## config.mk

```make
export PLATFORM = sky130hd
export DESIGN_NAME = cfu_initiator_flat
export DESIGN_NICKNAME = d
export VERILOG_FILES = /design/src/rtl/cfu_initiator_if.sv /design/src/rtl/cfu_initiator.sv /design/src/flat_wrapper.sv
export SDC_FILE = /design/constraint.sdc
export NUM_CORES = 1
export LEC_CHECK = 0
export BUFFER_PORTS_ARGS = -buffer_cell sky130_fd_sc_hd__buf_2
export CORE_ASPECT_RATIO = 1.1
export CORE_MARGIN = 2
export CORE_UTILIZATION = 45
export DETAILED_ROUTE_END_ITERATION = 10
export GPL_ROUTABILITY_DRIVEN = 0
export PLACE_DENSITY = 0.85
export SYNTH_ARGS = -nofsm -noshare
export SYNTH_HDL_FRONTEND = slang
export SYNTH_SLANG_ARGS = --single-unit
```

## constraint.sdc

```tcl
create_clock -name clk -period 14 [get_ports clk]
set_input_delay 3.5 -clock clk [delete_from_list [all_inputs] [get_ports clk]]
set_output_delay 3.5 -clock clk [all_outputs]
set_load 0.05 [all_outputs]
```

## src/rtl/cfu_initiator_if.sv

```systemverilog
// CFU request/response channel between an initiator (master) and a custom function unit (slave).
interface cfu_interface #(
   parameter int ID_W = 4
);
   logic            req_valid;
   logic            req_ready;
   logic [ID_W-1:0] req_id;
   logic [9:0]      req_function_id;
   logic [31:0]     req_data0;
   logic [31:0]     req_data1;
   logic            resp_valid;
   logic            resp_ready;
   logic [ID_W-1:0] resp_id;
   logic [1:0]      resp_status;
   logic [31:0]     resp_data;

   modport master (
      output req_valid, req_id, req_function_id, req_data0, req_data1, resp_ready,
      input  req_ready, resp_valid, resp_id, resp_status, resp_data
   );

   modport slave (
      input  req_valid, req_id, req_function_id, req_data0, req_data1, resp_ready,
      output req_ready, resp_valid, resp_id, resp_status, resp_data
   );
endinterface

```

## src/rtl/cfu_initiator.sv

```systemverilog
// Core-side initiator for a custom function unit: registers issued ops, bounds in-flight requests,
// and buffers one response for writeback. Optional response-ID checking via `CFU_ID_CHECK_EN.
module cfu_initiator #(
   parameter int MAX_OUTSTANDING = 4,
   parameter int ID_W            = 4
) (
   input  logic              clk,
   input  logic              rst,
   input  logic              issue_valid,
   output logic              issue_ready,
   input  logic [ID_W-1:0]   issue_id,
   input  logic [9:0]        issue_fn,
   input  logic [31:0]       issue_rs1,
   input  logic [31:0]       issue_rs2,
   output logic              wb_valid,
   input  logic              wb_ready,
   output logic [ID_W-1:0]   wb_id,
   output logic [31:0]       wb_data,
   output logic              wb_error,
   output logic              id_mismatch,
   cfu_interface.master      cfu
);

   localparam int CNT_W = $clog2(MAX_OUTSTANDING + 1);

   logic              req_valid_q;
   logic [ID_W-1:0]   req_id_q;
   logic [9:0]        req_fn_q;
   logic [31:0]       req_d0_q;
   logic [31:0]       req_d1_q;
   logic [CNT_W-1:0]  outstanding;
   logic              wb_valid_q;
   logic [ID_W-1:0]   wb_id_q;
   logic [31:0]       wb_data_q;
   logic              wb_error_q;
   logic              resp_id_bad;

   logic issue_hs, req_hs, resp_hs, wb_hs;

   // A held request that drains this cycle frees its slot, so req_ready may reopen issue.
   assign issue_ready = (!req_valid_q || cfu.req_ready) &&
                        ((int'(outstanding) + int'(req_valid_q)) < MAX_OUTSTANDING);
   assign cfu.resp_ready = !wb_valid_q || wb_ready;

   assign issue_hs = issue_valid && issue_ready;
   assign req_hs   = req_valid_q && cfu.req_ready;
   assign resp_hs  = cfu.resp_valid && cfu.resp_ready;
   assign wb_hs    = wb_valid_q && wb_ready;

   assign cfu.req_valid       = req_valid_q;
   assign cfu.req_id          = req_id_q;
   assign cfu.req_function_id = req_fn_q;
   assign cfu.req_data0       = req_d0_q;
   assign cfu.req_data1       = req_d1_q;

   assign wb_valid = wb_valid_q;
   assign wb_id    = wb_id_q;
   assign wb_data  = wb_data_q;
   assign wb_error = wb_error_q;

   // NOTE: state uses non-blocking assignments so every flop samples pre-edge values.
   always_ff @(posedge clk) begin
      if (rst) begin
         req_valid_q <= 1'b0;
      end else if (issue_hs) begin
         req_valid_q <= 1'b1;
      end else if (req_hs) begin
         req_valid_q <= 1'b0;
      end
   end

   // NOTE: payload registers carry no reset; their valid flag qualifies them.
   always_ff @(posedge clk) begin
      if (issue_hs) begin
         req_id_q <= issue_id;
         req_fn_q <= issue_fn;
         req_d0_q <= issue_rs1;
         req_d1_q <= issue_rs2;
      end
   end

   always_ff @(posedge clk) begin
      if (rst) begin
         outstanding <= '0;
      end else if (req_hs && !resp_hs) begin
         outstanding <= outstanding + CNT_W'(1);
      end else if (resp_hs && !req_hs) begin
         outstanding <= outstanding - CNT_W'(1);
      end
   end

   always_ff @(posedge clk) begin
      if (rst) begin
         wb_valid_q <= 1'b0;
      end else if (resp_hs) begin
         wb_valid_q <= 1'b1;
      end else if (wb_hs) begin
         wb_valid_q <= 1'b0;
      end
   end

   always_ff @(posedge clk) begin
      if (resp_hs) begin
         wb_id_q    <= cfu.resp_id;
         wb_data_q  <= cfu.resp_data;
         wb_error_q <= (cfu.resp_status != 2'b00) || resp_id_bad;
      end
   end

`ifdef CFU_ID_CHECK_EN
   localparam int PTR_W = (MAX_OUTSTANDING > 1) ? $clog2(MAX_OUTSTANDING) : 1;

   logic [ID_W-1:0]  id_fifo [MAX_OUTSTANDING];
   logic [PTR_W-1:0] wr_ptr;
   logic [PTR_W-1:0] rd_ptr;
   logic             mismatch_q;

   function automatic logic [PTR_W-1:0] ptr_next(input logic [PTR_W-1:0] p);
      return (int'(p) == MAX_OUTSTANDING - 1) ? '0 : p + PTR_W'(1);
   endfunction

   // FIFO occupancy equals the outstanding count, so an empty FIFO is outstanding == 0.
   assign resp_id_bad = (outstanding == '0) || (cfu.resp_id != id_fifo[rd_ptr]);
   assign id_mismatch = mismatch_q;

   always_ff @(posedge clk) begin
      if (rst) begin
         wr_ptr     <= '0;
         rd_ptr     <= '0;
         mismatch_q <= 1'b0;
      end else begin
         if (req_hs)                wr_ptr     <= ptr_next(wr_ptr);
         if (resp_hs)               rd_ptr     <= ptr_next(rd_ptr);
         if (resp_hs && resp_id_bad) mismatch_q <= 1'b1;
      end
   end

   always_ff @(posedge clk) begin
      if (req_hs) id_fifo[wr_ptr] <= req_id_q;
   end
`else
   assign resp_id_bad = 1'b0;
   assign id_mismatch = 1'b0;
`endif

endmodule

```

## src/flat_wrapper.sv

```systemverilog
// flat-port wrapper written by rule: the top's interface ports become plain ports
module cfu_initiator_flat 
#(
   parameter int MAX_OUTSTANDING = 4,
   parameter int ID_W            = 4
)
  (clk, rst, issue_valid, issue_ready, issue_id, issue_fn, issue_rs1, issue_rs2, wb_valid, wb_ready, wb_id, wb_data, wb_error, id_mismatch, cfu_req_valid, cfu_req_id, cfu_req_function_id, cfu_req_data0, cfu_req_data1, cfu_resp_ready, cfu_req_ready, cfu_resp_valid, cfu_resp_id, cfu_resp_status, cfu_resp_data);
  cfu_interface #(.ID_W(ID_W)) cfu_i ();
  input  logic clk;
  input  logic rst;
  input  logic issue_valid;
  output logic issue_ready;
  input  logic [ID_W-1:0] issue_id;
  input  logic [9:0] issue_fn;
  input  logic [31:0] issue_rs1;
  input  logic [31:0] issue_rs2;
  output logic wb_valid;
  input  logic wb_ready;
  output logic [ID_W-1:0] wb_id;
  output logic [31:0] wb_data;
  output logic wb_error;
  output logic id_mismatch;
  output wire logic [$bits(cfu_i.req_valid)-1:0] cfu_req_valid;
  output wire logic [$bits(cfu_i.req_id)-1:0] cfu_req_id;
  output wire logic [$bits(cfu_i.req_function_id)-1:0] cfu_req_function_id;
  output wire logic [$bits(cfu_i.req_data0)-1:0] cfu_req_data0;
  output wire logic [$bits(cfu_i.req_data1)-1:0] cfu_req_data1;
  output wire logic [$bits(cfu_i.resp_ready)-1:0] cfu_resp_ready;
  input wire logic [$bits(cfu_i.req_ready)-1:0] cfu_req_ready;
  input wire logic [$bits(cfu_i.resp_valid)-1:0] cfu_resp_valid;
  input wire logic [$bits(cfu_i.resp_id)-1:0] cfu_resp_id;
  input wire logic [$bits(cfu_i.resp_status)-1:0] cfu_resp_status;
  input wire logic [$bits(cfu_i.resp_data)-1:0] cfu_resp_data;
  assign cfu_req_valid = cfu_i.req_valid;
  assign cfu_req_id = cfu_i.req_id;
  assign cfu_req_function_id = cfu_i.req_function_id;
  assign cfu_req_data0 = cfu_i.req_data0;
  assign cfu_req_data1 = cfu_i.req_data1;
  assign cfu_resp_ready = cfu_i.resp_ready;
  assign cfu_i.req_ready = cfu_req_ready;
  assign cfu_i.resp_valid = cfu_resp_valid;
  assign cfu_i.resp_id = cfu_resp_id;
  assign cfu_i.resp_status = cfu_resp_status;
  assign cfu_i.resp_data = cfu_resp_data;
  cfu_initiator #(.MAX_OUTSTANDING(MAX_OUTSTANDING), .ID_W(ID_W)) u_core (.clk(clk), .rst(rst), .issue_valid(issue_valid), .issue_ready(issue_ready), .issue_id(issue_id), .issue_fn(issue_fn), .issue_rs1(issue_rs1), .issue_rs2(issue_rs2), .wb_valid(wb_valid), .wb_ready(wb_ready), .wb_id(wb_id), .wb_data(wb_data), .wb_error(wb_error), .id_mismatch(id_mismatch), .cfu(cfu_i));
endmodule
```

# Word-level counts from Yosys, hierarchy flattened
# Index checks and enable logic that the tools add are counted.
# totals
ff_bits,120
output_inout_bits,120
rom_bits,0
ram_bits,0
in_bits,122
mem_count,0
wordCells,37
latchBits,0
# op_classes
eq_ne,0
bitwise_logic,0
add_sub_neg,3
shifts,0
muxes,6
multipliers,0
magnitude_cmp,1
div_mod_pow,0
reduce_logical,17
# op_table
operator,count
"< comparator 32 x 4 -> 1 bit, second input constant",1
nonzero test 2 bit,4
logical AND 1 bit,7
2-to-1 mux 3 bit,2
adder 3 x 1 -> 4 bit,1
logical NOT 1 bit,4
2-to-1 mux 1 bit,4
"adder 3 x 1 -> 3 bit, second input constant",1
"subtractor 3 x 1 -> 3 bit, second input constant",1
logical OR 1 bit,2

# Logic depth before layout (Yosys ltp)
# logic_depth
word_depth,6
mapped_depth,8
mapped_depth_nobuf,8

# Worst setup path before layout
# OpenSTA, ideal clock, no wires.
# synth_timing
path_kind,input -> register
startpoint,input port cfu_req_ready
endpoint,"register u_core.req_d0_q[0], in the netlist u_core.cfu.req_data0[0] (enable)"
setup_slack_ns,4.088
cell_stages,2
t_required_ns,13.374
arrival_time_ns,9.287
setup_ns,0.626
path_buffers,0
path_cell_list,a21boi_0 > nor3b_1
# synth_via
elab_chain_cells,3
# synth_rtl
item,line,source
"start, declared",flat_wrapper.sv:29,input wire logic [$bits(cfu_i.req_ready)-1:0] cfu_req_ready;
logical OR 1 bit,cfu_initiator.sv:41,assign issue_ready = (!req_valid_q || cfu.req_ready) &&
logical AND 1 bit,cfu_initiator.sv:41,
logical AND 1 bit,cfu_initiator.sv:45,assign issue_hs = issue_valid && issue_ready;
via u_core.issue_hs,cfu_initiator.sv:38,"logic issue_hs, req_hs, resp_hs, wb_hs;"
"end signal, assigned",cfu_initiator.sv:77,req_d0_q <= issue_rs1;
"end, declared",cfu_initiator.sv:29,logic [31:0] req_d0_q;
# The timed path passes the listed nets, and every way through them passes these cells.
# A chain may end at the register's enable or synchronous reset.

# Worst setup path after layout
# layout_timing
startpoint,input port cfu_req_ready
endpoint,output port issue_ready
# layout_via
elab_chain_cells,2
# layout_rtl
item,line,source
logical OR 1 bit,cfu_initiator.sv:41,
logical AND 1 bit,cfu_initiator.sv:41,
"end, declared",flat_wrapper.sv:12,output logic issue_ready;
# Every way passes these cells.

==> impl_metrics.yaml <==
drt:
  wire_per_inst_um: 15.5
  dr.pass1.iters: 4
  vias: 2374
  ant_nets: 0
  drtIter0Drc: 109
  via_per_inst: 4.50
  wirelength_um: 8210
  drcViolationCount: 0
sta:
  finalSetupViolCount: 0
  relSlewSlack_pct: 38.0
  tns_ps: 0
  slew_violations: 0
  fmax_ghz: 0.131
  rsz0062_at_grt: "no"
  final-hold-violation-count: 0
  tightest_slew_ps: 930
  timing.final.crit_share_pct: 54.7
  fin_crit_ps: 7660
  clock_skew_ps: 8.96
final_layout:
  seqCellArea_mm2: 0.00355
  diodes: 0
  drive_gt1_share_pct: 65.0
  fin_util_pct: 71.0
  n_fill_cell: 565
  multi_input_area_um2: 166
  fin_nets: 532
  syn_to_final_growth_pct: 52.1
yosys:
  synth.most_common_cell: "edfxtp_1"
  synthFlopType: "edfxtp_1"
  avgSynthCellArea_um2: 25.2
  synth-seq-area-share_pct: 95.2
  synthTopCellsByArea: "edfxtp_1 92%, dfxtp_1 2.7%, fa_1 0.54%, xor2_1 0.47%, a21oi_1 0.40%"
  synthArstFlopShare_pct: 0
  yosysUniqueCellTypes: 21
  yosysWarnings: 0
  synthCells: 148
  synth.top_cell.area_share_pct: 92.5
  yosys-top-cells-count: "115 x edfxtp_1, 5 x dfxtp_1, 3 x a21oi_1, 3 x inv_1, 3 x nor2_1"
  synth_top_area_cell: "edfxtp_1"
  synth_area_mm2: 0.00373
  synth_edf_count: 115
  synth_seq_cells: 120
  synth_nets: 272
power_and_ir_drop:
  pwr-share-seq_pct: 42.2
  total_power_mw: 1.06
  p_leak_nw: 2.47
  power_density_mw_per_mm2: 186
  p_int_mw: 0.759
  peakVddDrop_v: 0.000119
  switching_share_pct: 28.1
  netSwitchingPower_mw: 0.296
  pwr-share-comb_pct: 17.0
  p_clk_share_pct: 40.8
critical_path:
  critPathArrivalTime_ps: 4160
  crit_required_ps: 10500
  crit_fanout: 3
  start_kind: "input port"
  endpoint_kind: "output port"
  crit_type: "in2out"
cts:
  numCtsBuffers: 17
  post_cts_resized: 0
  numClockSinks: 120
  clkLatencyLatePin_ps: 490
  cts_buffer_depth: 2
  post_cts_buffers: 0
  cts_tree: "yes"
  cts_root_buf: "clkbuf_8"
  clk_pin_slew_ps: 50
  htreeDepth: 4
  hold_buffers: 0
min_path:
  min_path_type: "reg2reg"
floorplan:
  start_util_pct: 46.7
  dieArea_mm2: 0.00904
  core_mm2: 0.00800
  row_count: 34
  fp.dieH_um: 99.5
  ios: 242
  die_x_um: 90.9
grt:
  grt_use_total_pct: 18.4
  grt_pass1_wl_um: 12100
  grt_pass1_vias: 2407
  grt_max_degree: 79
  grt_overflow: 0
  antenna_found_initial: 0
place:
  hpwl_um: 6230
  port_buffers: 240
run:
  cap_violations: 0
outcome:
  status: "finished, final reports clean"
## worst max-delay path, cell delays in order
cell and delay [ps]:
buf_2 110, a21boi_0 260, nor2_1 70, buf_2 220
## layer usage
| layer | track usage (%) | part of all wire, % |
|---|---|---|
| met1 | 19.5 | 35 |
| met2 | 32.6 | 54 |
| met3 | 8.33 | 10 |
| met4 | 6.64 | 0.54 |
| met5 | 0 | 0 |
## cell type report
cell class / count / area share, %
flip-flops and latches: 120 / 62.6
clock buffers: 18 / 7.36
multi-input cells: 24 / 2.93
inverters: 3 / 0.198
well taps: 108 / 2.38
clock inverters: 13 / 3.15
repair buffers: 242 / 21.4
## logic make-up after synthesis
kind of cell	count (synthesis)	synth area share [%]
simple gates	13	1.88
mux	1	0.268
xor+xnor	2	0.469
buf+inv	4	0.503
fa+ha+maj	2	0.871
other cells	1	0.100
flops	120	95.2
compound gates	5	0.737
## power groups by stage
stage,Combinational [mW],Clock [mW],Sequential (mW)
final,0.179,0.431,0.445
after global routing,0.187,0.455,0.449
after CTS,0.181,0.440,0.446
after detailed placement,0.181,0,0.453
after global placement,0.178,0,0.451
after floorplan,0.0224,0,0.564
## worst paths after layout
kind | from | to | slack (ps) | cells past startpoint
min | u_core.cfu.req_valid | u_core.cfu.req_valid | 520 | 2
max reg2reg | u_core.outstanding[0] | u_core.cfu.req_data1[2] | 12130 | 4
min reg2reg | u_core.cfu.req_valid | u_core.cfu.req_valid | 520 | 2
max | cfu_req_ready | issue_ready | 6340 | 4
## sequential cells by signal, indices dropped and copies added, names as in the netlist
name and cells:
u_core.cfu.req_function_id 10, u_core.cfu.req_valid 1, u_core.cfu.req_data0 32, u_core.wb_id 4
u_core.outstanding 3, u_core.wb_valid 1, u_core.cfu.req_id 4, u_core.wb_data 32
u_core.cfu.req_data1 32, u_core.wb_error 1
## cells in the final DEF, fill, tap and decap left out, types with 2 or more instances in the layout
| cell type | synthesis | layout |
|---|---|---|
| buf_2 | 0 | 240 |
| edfxtp_1 | 115 | 115 |
| clkbuf_16 | 0 | 16 |
| dfxtp_1 | 5 | 5 |
| bufinv_16 | 0 | 4 |
| inv_1 | 3 | 3 |
| nor2_1 | 3 | 3 |
| a21oi_1 | 3 | 3 |
| clkinvlp_4 | 0 | 3 |
| clkinv_2 | 0 | 3 |
| nand2_1 | 2 | 2 |
| nand2b_1 | 2 | 2 |
| xor2_1 | 2 | 2 |
| buf_4 | 1 | 2 |
## through the flow
stage | cell area (um2) | worst slack [ps] | hold slack [ps] | instances
floorplan | 3730 | 4090 | 474 | 148
global route | 5680 | 6300 | 559 | 528
global placement | 5080 | 6360 | 497 | 497
finish | 5680 | 6340 | 520 | 528
CTS | 5680 | 6330 | 514 | 528
detailed placement | 5080 | 6330 | 508 | 497
Note: power is estimated with default switching activity, not from simulation.
